--- src/rtl/select_zero_if.sv ---
// Request/result bus for the k-th zero locator.
// Master drives the request, slave returns the registered result.
interface select_zero_if #(
    parameter int W = 32
) ();
    localparam int LW = $clog2(W);

    logic          pass;
    logic          ready;
    logic [W-1:0]  x;
    logic [LW-1:0] k;
    logic          valid_r;
    logic          found_r;
    logic [LW-1:0] pos_r;
    logic [LW:0]   zeros_r;

    modport master (
        output pass,
        output x,
        output k,
        input  ready,
        input  valid_r,
        input  found_r,
        input  pos_r,
        input  zeros_r
    );

    modport slave (
        input  pass,
        input  x,
        input  k,
        output ready,
        output valid_r,
        output found_r,
        output pos_r,
        output zeros_r
    );
endinterface

--- src/rtl/select_zero.sv ---
// Locates the k-th zero bit (LSB-first) of a W-bit word, one nibble per cycle.
// Optional macro SELECT_ZERO_EARLY_EXIT_EN: finish on the nibble holding the hit.
module select_zero #(
    parameter int W = 32
) (
    input  logic        clk,
    input  logic        rst,
    select_zero_if.slave bus
);
    localparam int LW = $clog2(W);
    localparam int NW = LW - 2;
    localparam int N  = W / 4;

`ifdef SELECT_ZERO_EARLY_EXIT_EN
    localparam bit EARLY = 1'b1;
`else
    localparam bit EARLY = 1'b0;
`endif

    typedef enum logic [1:0] {
        IDLE,
        SCAN,
        DONE
    } state_t;

    state_t        state;
    logic [W-1:0]  x_r;
    logic [LW-1:0] k_r;
    logic [LW:0]   acc;
    logic [NW-1:0] nib_idx;
    logic          found_q;
    logic [LW-1:0] pos_q;

    logic          valid_o;
    logic          found_o;
    logic [LW-1:0] pos_o;
    logic [LW:0]   zeros_o;

    logic [3:0]    d;
    logic [2:0]    z;
    logic [2:0]    cnt;
    logic [LW:0]   acc_nx;
    logic          hit;
    logic [1:0]    rank;
    logic [1:0]    bit_sel;
    logic [LW-1:0] hit_pos;
    logic          last;

    assign bus.ready   = (state == IDLE);
    assign bus.valid_r = valid_o;
    assign bus.found_r = found_o;
    assign bus.pos_r   = pos_o;
    assign bus.zeros_r = zeros_o;

    // Current nibble: zero count, hit test and in-nibble position of the target zero
    always_comb begin
        d = x_r[{nib_idx, 2'b00} +: 4];
        z = '0;
        for (int b = 0; b < 4; b++) begin
            z = z + {2'b00, ~d[b]};
        end
        acc_nx = acc + {{(LW-2){1'b0}}, z};
        hit    = !found_q && (acc_nx > {1'b0, k_r});
        // target is below 4 inside the nibble, so low two bits suffice
        rank    = k_r[1:0] - acc[1:0];
        cnt     = '0;
        bit_sel = '0;
        for (int b = 0; b < 4; b++) begin
            if (!d[b]) begin
                if (cnt == {1'b0, rank}) begin
                    bit_sel = 2'(b);
                end
                cnt = cnt + 3'd1;
            end
        end
        hit_pos = {nib_idx, bit_sel};
        last    = (nib_idx == NW'(N - 1));
    end

    // Control FSM with registered result outputs
    always_ff @(posedge clk or posedge rst) begin
        if (rst) begin
            state   <= IDLE;
            x_r     <= '0;
            k_r     <= '0;
            acc     <= '0;
            nib_idx <= '0;
            found_q <= 1'b0;
            pos_q   <= '0;
            valid_o <= 1'b0;
            found_o <= 1'b0;
            pos_o   <= '0;
            zeros_o <= '0;
        end else begin
            unique case (state)
                IDLE: begin
                    valid_o <= 1'b0;
                    if (bus.pass) begin
                        x_r     <= bus.x;
                        k_r     <= bus.k;
                        acc     <= '0;
                        nib_idx <= '0;
                        found_q <= 1'b0;
                        pos_q   <= '0;
                        state   <= SCAN;
                    end
                end
                SCAN: begin
                    acc     <= acc_nx;
                    nib_idx <= nib_idx + 1'b1;
                    if (hit) begin
                        found_q <= 1'b1;
                        pos_q   <= hit_pos;
                    end
                    if (last || (EARLY && hit)) begin
                        state   <= DONE;
                        valid_o <= 1'b1;
                        found_o <= found_q | hit;
                        pos_o   <= hit ? hit_pos : pos_q;
                        zeros_o <= acc_nx;
                    end
                end
                DONE: begin
                    valid_o <= 1'b0;
                    state   <= IDLE;
                end
                default: begin
                    valid_o <= 1'b0;
                    state   <= IDLE;
                end
            endcase
        end
    end
endmodule

--- src/flat_wrapper.sv ---
// flat-port wrapper written by rule: the top's interface ports become plain ports
module select_zero_flat 
#(
    parameter int W = 32
)
  (clk, rst, bus_pass, bus_x, bus_k, bus_ready, bus_valid_r, bus_found_r, bus_pos_r, bus_zeros_r);
  select_zero_if #(.W(W)) bus_i ();
  input  logic clk;
  input  logic rst;
  input wire logic [$bits(bus_i.pass)-1:0] bus_pass;
  input wire logic [$bits(bus_i.x)-1:0] bus_x;
  input wire logic [$bits(bus_i.k)-1:0] bus_k;
  output wire logic [$bits(bus_i.ready)-1:0] bus_ready;
  output wire logic [$bits(bus_i.valid_r)-1:0] bus_valid_r;
  output wire logic [$bits(bus_i.found_r)-1:0] bus_found_r;
  output wire logic [$bits(bus_i.pos_r)-1:0] bus_pos_r;
  output wire logic [$bits(bus_i.zeros_r)-1:0] bus_zeros_r;
  assign bus_i.pass = bus_pass;
  assign bus_i.x = bus_x;
  assign bus_i.k = bus_k;
  assign bus_ready = bus_i.ready;
  assign bus_valid_r = bus_i.valid_r;
  assign bus_found_r = bus_i.found_r;
  assign bus_pos_r = bus_i.pos_r;
  assign bus_zeros_r = bus_i.zeros_r;
  select_zero #(.W(W)) u_core (.clk(clk), .rst(rst), .bus(bus_i));
endmodule
--- config.mk ---
export PLATFORM = sky130hd
export DESIGN_NAME = select_zero_flat
export DESIGN_NICKNAME = d
export VERILOG_FILES = /design/src/rtl/select_zero_if.sv /design/src/rtl/select_zero.sv /design/src/flat_wrapper.sv
export SDC_FILE = /design/constraint.sdc
export NUM_CORES = 1
export LEC_CHECK = 0
export ABC_AREA = 1
export CORE_MARGIN = 8
export CORE_UTILIZATION = 49
export DETAILED_ROUTE_END_ITERATION = 10
export PLACE_DENSITY = 0.77
export SYNTH_ARGS = -nofsm -noshare
export SYNTH_HDL_FRONTEND = slang
export SYNTH_SLANG_ARGS = --single-unit
export TNS_END_PERCENT = 10
--- constraint.sdc ---
create_clock -name clk -period 3.8 [get_ports clk]
set_input_delay 0.76 -clock clk [delete_from_list [all_inputs] [get_ports clk]]
set_output_delay 0.76 -clock clk [all_outputs]
set_load 0.05 [all_outputs]
## Yosys cells after proc, flatten, opt, wreduce, memory -nomap -nowiden

Index checks and enable logic that the tools add are counted.

| storage, ports and cells | value |
|---|---|
| register bits after elaboration | 67 |
| output and inout port bits | 14 |
| input port bits | 40 |

| operators by class | value |
|---|---|
| multiplexer cells | 24 |
| add/sub/neg operators | 8 |
| bitwise logic cells | 5 |
| $lt $le $gt $ge | 1 |
| equality and inequality tests | 8 |
| shift-type cells | 1 |
| reductions and logical operators | 9 |

Operators by type and width:

| cell | count |
|---|---|
| $shiftx A32 B6 Y4 | 1 |
| $mux W2 | 7 |
| $pmux W6 S2 | 1 |
| $mux W5 | 2 |
| $pmux W5 S2 | 1 |
| $mux W3 | 3 |
| $reduce_and A2 Y1 | 4 |
| $add A3 B1 Y3 | 2 |
| $add A3 B1 Y3 const B | 2 |
| $add A6 B3 Y6 | 1 |
| $eq A3 B2 Y1 | 2 |
| $gt A6 B5 Y1 | 1 |
| $mux W1 | 6 |
| $mux W6 | 1 |
| $pmux W3 S2 | 1 |
| $ne A2 B1 Y1 const B | 2 |
| $not A1 Y1 | 4 |
| $pmux W2 S2 | 1 |
| $eq A3 B3 Y1 const B | 1 |
| $reduce_and A3 Y1 | 1 |
| $add A1 B1 Y2 | 1 |
| $add A1 B1 Y2 const B | 1 |
| $eq A1 B2 Y1 | 1 |
| $eq A2 B1 Y1 const B | 1 |
| other kinds (8) | 8 |

## Longest topological paths before layout

Gate-level depths: netlist of the first run.

| depth | value |
|---|---|
| depth in word-level cells | 11 |
| depth in mapped cells | 32 |
| mapped depth without buffers | 30 |

## Least setup slack after synthesis of the first run

OpenSTA, ideal clock, no wires.

| path | value |
|---|---|
| path kind | flip-flop to flip-flop |
| start | register u_core.nib_idx[0] |
| end | register u_core.pos_q[2] |
| setup time | 132 ps |
| cell stages (with the launch flop) | 27 |
| period minus slack after synthesis | 3905 ps |
| arrival | 3773 ps |
| path slack | -105 ps |
| buffers on the path | 2 |
| path through | dfrtp_1 buf_6 buf_12 nor2_2 nor2_1 nand2_1 o21ai_1 nand2_1 nand2_2 inv_1 ha_1 fa_1 ha_1 inv_1 fa_1 o22ai_1 xor2_1 inv_1 ha_1 nand2_1 nand2_1 nand2_1 nand2_2 nand2_4 nand2_1 o21ai_1 o21ai_1 |

| between the ends | value |
|---|---|
| longest elaborated chain between the ends | 10 |
| elaborated cells on any way between the ends | 13 |

Ends and longest elaborated chain:

| item | RTL line | text |
|---|---|---|
| from (decl) | select_zero.sv:30 | `logic [NW-1:0] nib_idx;` |
| from (signal assigned) | select_zero.sv:110 | `nib_idx <= nib_idx + 1'b1;` |
| $shiftx A32 B6 Y4 (*) | select_zero.sv:57 | `d = x_r[{nib_idx, 2'b00} +: 4];` |
| $not A1 Y1 | select_zero.sv:60 | `z = z + {2'b00, ~d[b]};` |
| $add A1 B1 Y2 | select_zero.sv:60 |  |
| $add A3 B1 Y3 | select_zero.sv:60 |  |
| $add A3 B1 Y3 (*) | select_zero.sv:60 |  |
| $add A6 B3 Y6 (*) | select_zero.sv:62 | `acc_nx = acc + {{(LW-2){1'b0}}, z};` |
| via u_core.acc_nx[4] | select_zero.sv:42 | `logic [LW:0] acc_nx;` |
| $gt A6 B5 Y1 (*) | select_zero.sv:63 | `hit = !found_q && (acc_nx > {1'b0, k_r});` |
| $logic_and A1 B1 Y1 (*) | select_zero.sv:63 |  |
| $mux W5 (*) | - |  |
| $pmux W5 S2 (*) | select_zero.sv:95 | `unique case (state)` |
| to (signal assigned) | select_zero.sv:113 | `pos_q <= hit_pos;` |
| to (decl) | select_zero.sv:32 | `logic [LW-1:0] pos_q;` |

The timed path passes the listed nets; every way through them passes the cells marked *.
A chain may end at the register's enable or synchronous reset.

## Final worst setup path of the first run

| path | value |
|---|---|
| start | register u_core.nib_idx[0] |
| end | register u_core.pos_q[0] |

Same word-level chain as after synthesis.

==> flow_summary.json, run 1 <==
{
  "yosys_warnings": 0,
  "ys_seq_elements": 67,
  "dpl.cell_count": 571,
  "gr-total-overflow": 0,
  "synth_area_leaders": "dfrtp_1 (48%), nand2_1 (9.8%), inv_1 (6.1%)",
  "yosysSeqAreaShare_pct": 47.7,
  "finalSetupViolations": 12,
  "ys.flop_type": "dfrtp_1",
  "period_share_pct": 106,
  "cap_violations": 0,
  "critical_path_class": "flip-flop to flip-flop",
  "dieArea_sq_mm": 0.0101,
  "setup_slack_ps": -211,
  "synth_fa_ha_area_share_pct": 6.13,
  "core_area_sq_mm": 0.00710,
  "syn_area_per_cell_sq_um": 8.57,
  "synth_xor_area_share_pct": 0.997,
  "start_util_pct": 49.5,
  "area_growth_pct": 35.7,
  "drt_wl_total_mm": 8.47,
  "crit_slowest_cell": "fa_2",
  "seq_area_sq_mm": 0.00168,
  "wl_per_cell_um": 14.1,
  "grt_max_degree": 48,
  "fmax_mhz": 249,
  "cts_buffers": 9,
  "grt_pass1_vias": 3074,
  "synth_area_sq_mm": 0.00351,
  "path_buf_inv": 5,
  "synth_top_family_by_area": "simple AND/OR/NAND/NOR gates",
  "fill_cells": 550,
  "synth_cell_types": 28,
  "synthCells": 410,
  "synth_compound_area_share_pct": 8.58,
  "cp-start-kind": "flip-flop",
  "endpoint_kind": "flip-flop",
  "layout-drive-gt1-share_pct": 24.3,
  "vias_per_cell": 5.04,
  "dp_hpwl_mm": 6.10,
  "clockBufferDepth": 2,
  "path_common_cell": "nand2_1",
  "pre_cts_ws_ps": -237,
  "postSynth.asyncResetShare_pct": 100,
  "cts_tree": "yes",
  "syn_nets": 466,
  "critPathMaxStageDelay_ps": 520,
  "cts_sinks": 67,
  "gp_congestion": 0.923,
  "synth_top_area_share_pct": 47.7,
  "final_core_util_pct": 67.2,
  "gr-usage-all-layers_pct": 17.2,
  "synth-simple-area-share_pct": 21.7,
  "path_clk_slew_ps": 80,
  "antenna_left": 0,
  "rows": 31,
  "fin_cells": 602,
  "io_pins": 54,
  "clk_latency_ps": 350,
  "fin_skew_ps": 9.99,
  "hp-class": "flip-flop to flip-flop",
  "vias": 3034,
  "drt-pass1-iter-count": 4,
  "drc_errors": 0,
  "period_needed_ps": 4010,
  "final-hold-violation-count": 0,
  "hold_ws_ps": 489,
  "htree_levels": 3,
  "cts_root_buf": "clkbuf_8",
  "port_buffers": 53,
  "worstPathRequired_ps": 4050,
  "crit_family": "adder cells",
  "n_antenna_cell": 0,
  "yosysTopAreaCell": "dfrtp_1",
  "outcome": "finished, violations left",
  "multiInputGateArea_sq_mm": 0.00168,
  "antenna_found_initial": 0,
  "slew_headroom_pct": 64.0,
  "synth-edff-count": 0,
  "muxShareOfSynthArea_pct": 5.77,
  "grt_pass1_wl_mm": 13.8,
  "rsz0062_at_grt": "true",
  "violations": "negative setup slack",
  "die_w_um": 101,
  "cts_hold_buf": 0,
  "drtIter0Drc": 140,
  "drv_slew": 0,
  "die_h_um": 101,
  "arrival_ps": 4260,
  "worst_pin_slew_ps": 540,
  "fin_nets": 554,
  "crit_fanout": 5
}
-- synth_stat cells (3+ instances only) --
master	instances
ha_1	14
nor2_2	4
buf_2	5
dfrtp_1	67
clkbuf_1	4
o21ai_1	13
nor2_1	43
o21ai_0	15
nand3_1	20
nand2_2	5
mux2_2	18
o22ai_1	5
nand3_2	6
a21oi_1	20
o211ai_1	3
inv_1	57
inv_2	4
xor2_1	3
nand2_1	92
-- path summary, 6_finish.rpt --
check	start	end	slack (ps)	cells past startpoint
hold / removal	u_core.bus.found_r$_DFFE_PP0P_	u_core.bus.found_r$_DFFE_PP0P_	490	2
max in group asynchronous	rst	u_core.nib_idx[0]$_DFFE_PP0P_	2630	3
min in group asynchronous	rst	u_core.x_r[27]$_DFFE_PP0P_	820	3
setup reg to reg	u_core.nib_idx[0]$_DFFE_PP0P_	u_core.pos_q[0]$_DFFE_PP0P_	-210	25
hold reg to reg	u_core.bus.found_r$_DFFE_PP0P_	u_core.bus.found_r$_DFFE_PP0P_	490	2
setup / recovery	u_core.nib_idx[0]$_DFFE_PP0P_	u_core.pos_q[0]$_DFFE_PP0P_	-210	25
-- per-stage QoR --
step	TNS [ps]	instance area, sq um
2_1_floorplan	0	3540
6_report	-2050	4770
3_5_place_dp	-2000	4290
3_3_place_gp	-643	4290
5_1_grt	-4580	4770
4_1_cts	-606	4580
-- repair_timing --
action | 4_1_cts | 5_1_grt
gates resized for setup | 12 | 21
endpoints found under the setup margin | 12 | 12
pin swaps | 8 | 15
buffers inserted | 7 | 4
cloned | 1 | 3
-- worst register-to-register path, stage by stage, from the launching register on --
cell     delay (ps)
dfrtp_2         470
buf_12          160
nor2_1          150
nor2_1           60
nand2_1          50
nand2_1          50
nand2_1          80
nand2_2          60
inv_2            60
ha_4            200
fa_2            520
ha_2            190
inv_2            50
fa_2            370
o22ai_2         120
xor2_1          240
inv_1            90
ha_1            310
nand4_1         110
nand2_2          90
nand2_4          90
nand2_4          80
inv_4            90
nand3_4          90
nand3_2          70
nand2_1          50
-- cell usage in the layout (no fill, tap or decap), types with 3 or more instances in the layout --
cell type,n
dfrtp_1,66
nand2_2,9
inv_2,6
inv_1,53
o21ai_1,11
nand3_2,9
mux2_2,18
clkdlybuf4s50_1,53
nand2_4,4
xor2_1,3
nor2_1,42
o211ai_1,3
o22ai_1,4
ha_4,5
o21ai_0,14
clkbuf_8,11
a21oi_1,20
nand3_1,15
ha_1,8
o21ai_2,3
buf_4,31
nand2_1,86
nor2_2,5
-- kinds of logic after synthesis --
group                      after synthesis
AOI/OAI and AO/OA                       57
muxes                                   18
and+or+nand+nor                        174
DFF                                     67
buffers and inverters                   74
adders and majority gates               16
xor gates and xnor gates                 4
-- registers in the layout, summed over array words and instances (netlist names) --
register,count
u_core.k_r,5
u_core.bus.found_r,1
u_core.nib_idx,3
u_core.x_r,32
u_core.bus.zeros_r,6
u_core.bus.valid_r,1
u_core.acc,6
u_core.state,2
u_core.found_q,1
u_core.pos_q,5
u_core.bus.pos_r,5
-- per-layer routing --
metal  vias up  share of wire, %  GRT usage [%]  wire length (um)
li1       1473                 -              -                 -
met1      1461                40           19.6              3420
met2        80                52           29.4              4420
met3        20               4.8           4.63               406
met4         0               2.6           7.56               223
met5         -                 0              0                 0
-- final cells by class --
class | count | share of cell area [%]
Multi-Input combinational cell | 270 | 35.3
Timing Repair Buffer | 89 | 18.0
Clock buffer | 11 | 3.18
Tap cell | 99 | 2.60
Clock inverter | 5 | 0.787
Inverter | 61 | 4.96
Sequential cell | 67 | 35.2
Power of run 1 is left out: the tool's default activity adds up to more than one toggle a clock period on the data nets, which glitch-free logic cannot reach.
==> run 2, diff against run 1 <==
--- a/config.mk
+++ b/config.mk
@@ -10,6 +10,8 @@
 export CORE_UTILIZATION = 49
 export DETAILED_ROUTE_END_ITERATION = 10
 export PLACE_DENSITY = 0.77
+export RECOVER_POWER = 25
+export SETUP_SLACK_MARGIN = 0.3
 export SYNTH_ARGS = -nofsm -noshare
 export SYNTH_HDL_FRONTEND = slang
 export SYNTH_SLANG_ARGS = --single-unit
==> run 2 against run 1 <==
- the flow still finishes with violations (negative setup slack)
- cell count fell by 2.8%
- clock skew rose by 1.5 ps
- sequential share of layout area rose by 1.8 points
- die area did not move
- core utilization fell by 3.3 points
- flip-flop and latch count did not move
- fmax rose by 3.9%
- final area fell by 4.9%
- non-clock buffer count fell by 17
- critical path type unchanged
==> flow_summary.json, run 2 (synthesized netlist as in run 1, its figures left out) <==
{
  "cts_sinks": 67,
  "period_needed_ps": 3860,
  "final_common_cell": "nand2_1",
  "drv_slew": 0,
  "cts_buffers": 9,
  "slew_headroom_pct": 50.0,
  "fin_cells": 585,
  "seq_area_sq_mm": 0.00168,
  "grt_pass1_wl_mm": 13.8,
  "dpl.cell_count": 568,
  "core_area_sq_mm": 0.00710,
  "vias": 2925,
  "drt-pass1-iter-count": 4,
  "grt_pass1_vias": 3036,
  "antenna_left": 0,
  "setup_slack_ps": -59.0,
  "path_clk_slew_ps": 80,
  "clk_latency_ps": 350,
  "fin_skew_ps": 11.5,
  "clockBufferDepth": 2,
  "start_util_pct": 49.5,
  "crit_slowest_cell": "fa_2",
  "startpoint": "u_core.nib_idx[0]$_DFFE_PP0P_",
  "n_antenna_cell": 0,
  "die_h_um": 101,
  "period_share_pct": 102,
  "cts_tree": "yes",
  "violations": "negative setup slack",
  "antenna_found_initial": 0,
  "drt_wl_total_mm": 8.08,
  "port_buffers": 53,
  "cap_violations": 0,
  "rows": 31,
  "r2r_start": "u_core.nib_idx[0]$_DFFE_PP0P_",
  "cp-start-kind": "flip-flop",
  "gp_congestion": 0.905,
  "largest_reg_flops": 32,
  "post-cts-setup-buffers": 0,
  "dp_hpwl_mm": 6.02,
  "layout-drive-gt1-share_pct": 19.3,
  "htree_levels": 3,
  "largest_register": "u_core.x_r",
  "drc_errors": 0,
  "arrival_ps": 4100,
  "gr-total-overflow": 0,
  "worstPathRequired_ps": 4040,
  "worst_pin_slew_ps": 749,
  "crit_fanout": 15,
  "fin_tns_setup_ps": -480,
  "endpoint_kind": "flip-flop",
  "critPathMaxStageDelay_ps": 540,
  "cts_root_buf": "clkbuf_8",
  "finalSetupViolations": 10,
  "final-hold-violation-count": 0,
  "wl_per_cell_um": 13.8,
  "mostFrequentLayoutCells": "nand2_1 (89), dfrtp_1 (66), inv_1 (54), clkdlybuf4s50_1 (53), nor2_1 (43)",
  "path_common_cell": "nand2_1",
  "area_growth_pct": 29.1,
  "hp-class": "flip-flop to flip-flop",
  "critical_path_class": "flip-flop to flip-flop",
  "hold_start": "u_core.bus.zeros_r[2]$_DFFE_PP0P_",
  "fmax_mhz": 259,
  "gr-usage-all-layers_pct": 17.4,
  "rsz0062_at_grt": "true",
  "fin_nets": 537,
  "die_w_um": 101,
  "grt_max_degree": 48,
  "vias_per_cell": 5.00,
  "fill_cells": 595,
  "io_pins": 54,
  "multiInputGateArea_sq_mm": 0.00164,
  "drtIter0Drc": 118,
  "dieArea_sq_mm": 0.0101,
  "outcome": "finished, violations left"
}
## run 2: path summary, 6_finish.rpt
kind	endpoint	slack, ps	cells after the start
worst min-delay path	u_core.bus.zeros_r[2]$_DFFE_PP0P_	480	2
min in group asynchronous	u_core.x_r[27]$_DFFE_PP0P_	860	2
worst max register to register	u_core.pos_q[0]$_DFFE_PP0P_	-60	28
worst max-delay path	u_core.pos_q[0]$_DFFE_PP0P_	-60	28
max in group asynchronous	u_core.nib_idx[0]$_DFFE_PP0P_	2200	3
worst min register to register	u_core.bus.zeros_r[2]$_DFFE_PP0P_	480	2
## run 2: metrics by stage
step                      hold WS, ps  setup WS, ps  cell area, sq um  util, %
final                             484         -59.0              4530     63.9
after global routing              520          -279              4530     63.9
after CTS                         491         -38.0              4520     63.7
after detailed placement          471          -157              4300     60.6
after global placement            462         -20.3              4300     60.6
after floorplan                   449           140              3580        -
## run 2: final cells by class
type | count | share of cell area [%]
Multi-Input combinational cell | 270 | 36.2
Inverter | 61 | 5.05
Clock buffer | 10 | 3.04
Clock inverter | 6 | 0.883
Sequential cell | 67 | 37.0
Timing Repair Buffer | 72 | 15.1
Tap cell | 99 | 2.73
## run 2: layer usage
metal  up-vias  track usage (%)  wire [um]
met2        74             30.8       4260
met5         -                0          0
met3        16             3.73        368
li1       1436                -          -
met4         0             6.86        139
met1      1399             19.8       3310
## run 2: critical path, delay by kind of cell, from the launching register on
kind / cells / cell delay (ps)
adder cells (fa/ha/maj): 5 / 1730
AND/OR/NAND/NOR: 17 / 1140
flip-flops: 1 / 420
buffers and inverters: 5 / 390
AO/OA/AOI/OAI: 1 / 70
## run 2: what timing repair did
item                       CTS  global route
hold buffers                 0             0
resized for setup            7             3
setup endpoints to repair   12            12
pin swaps                    4             1
gates cloned                 1             0
Power of run 2 is left out for the same reason.
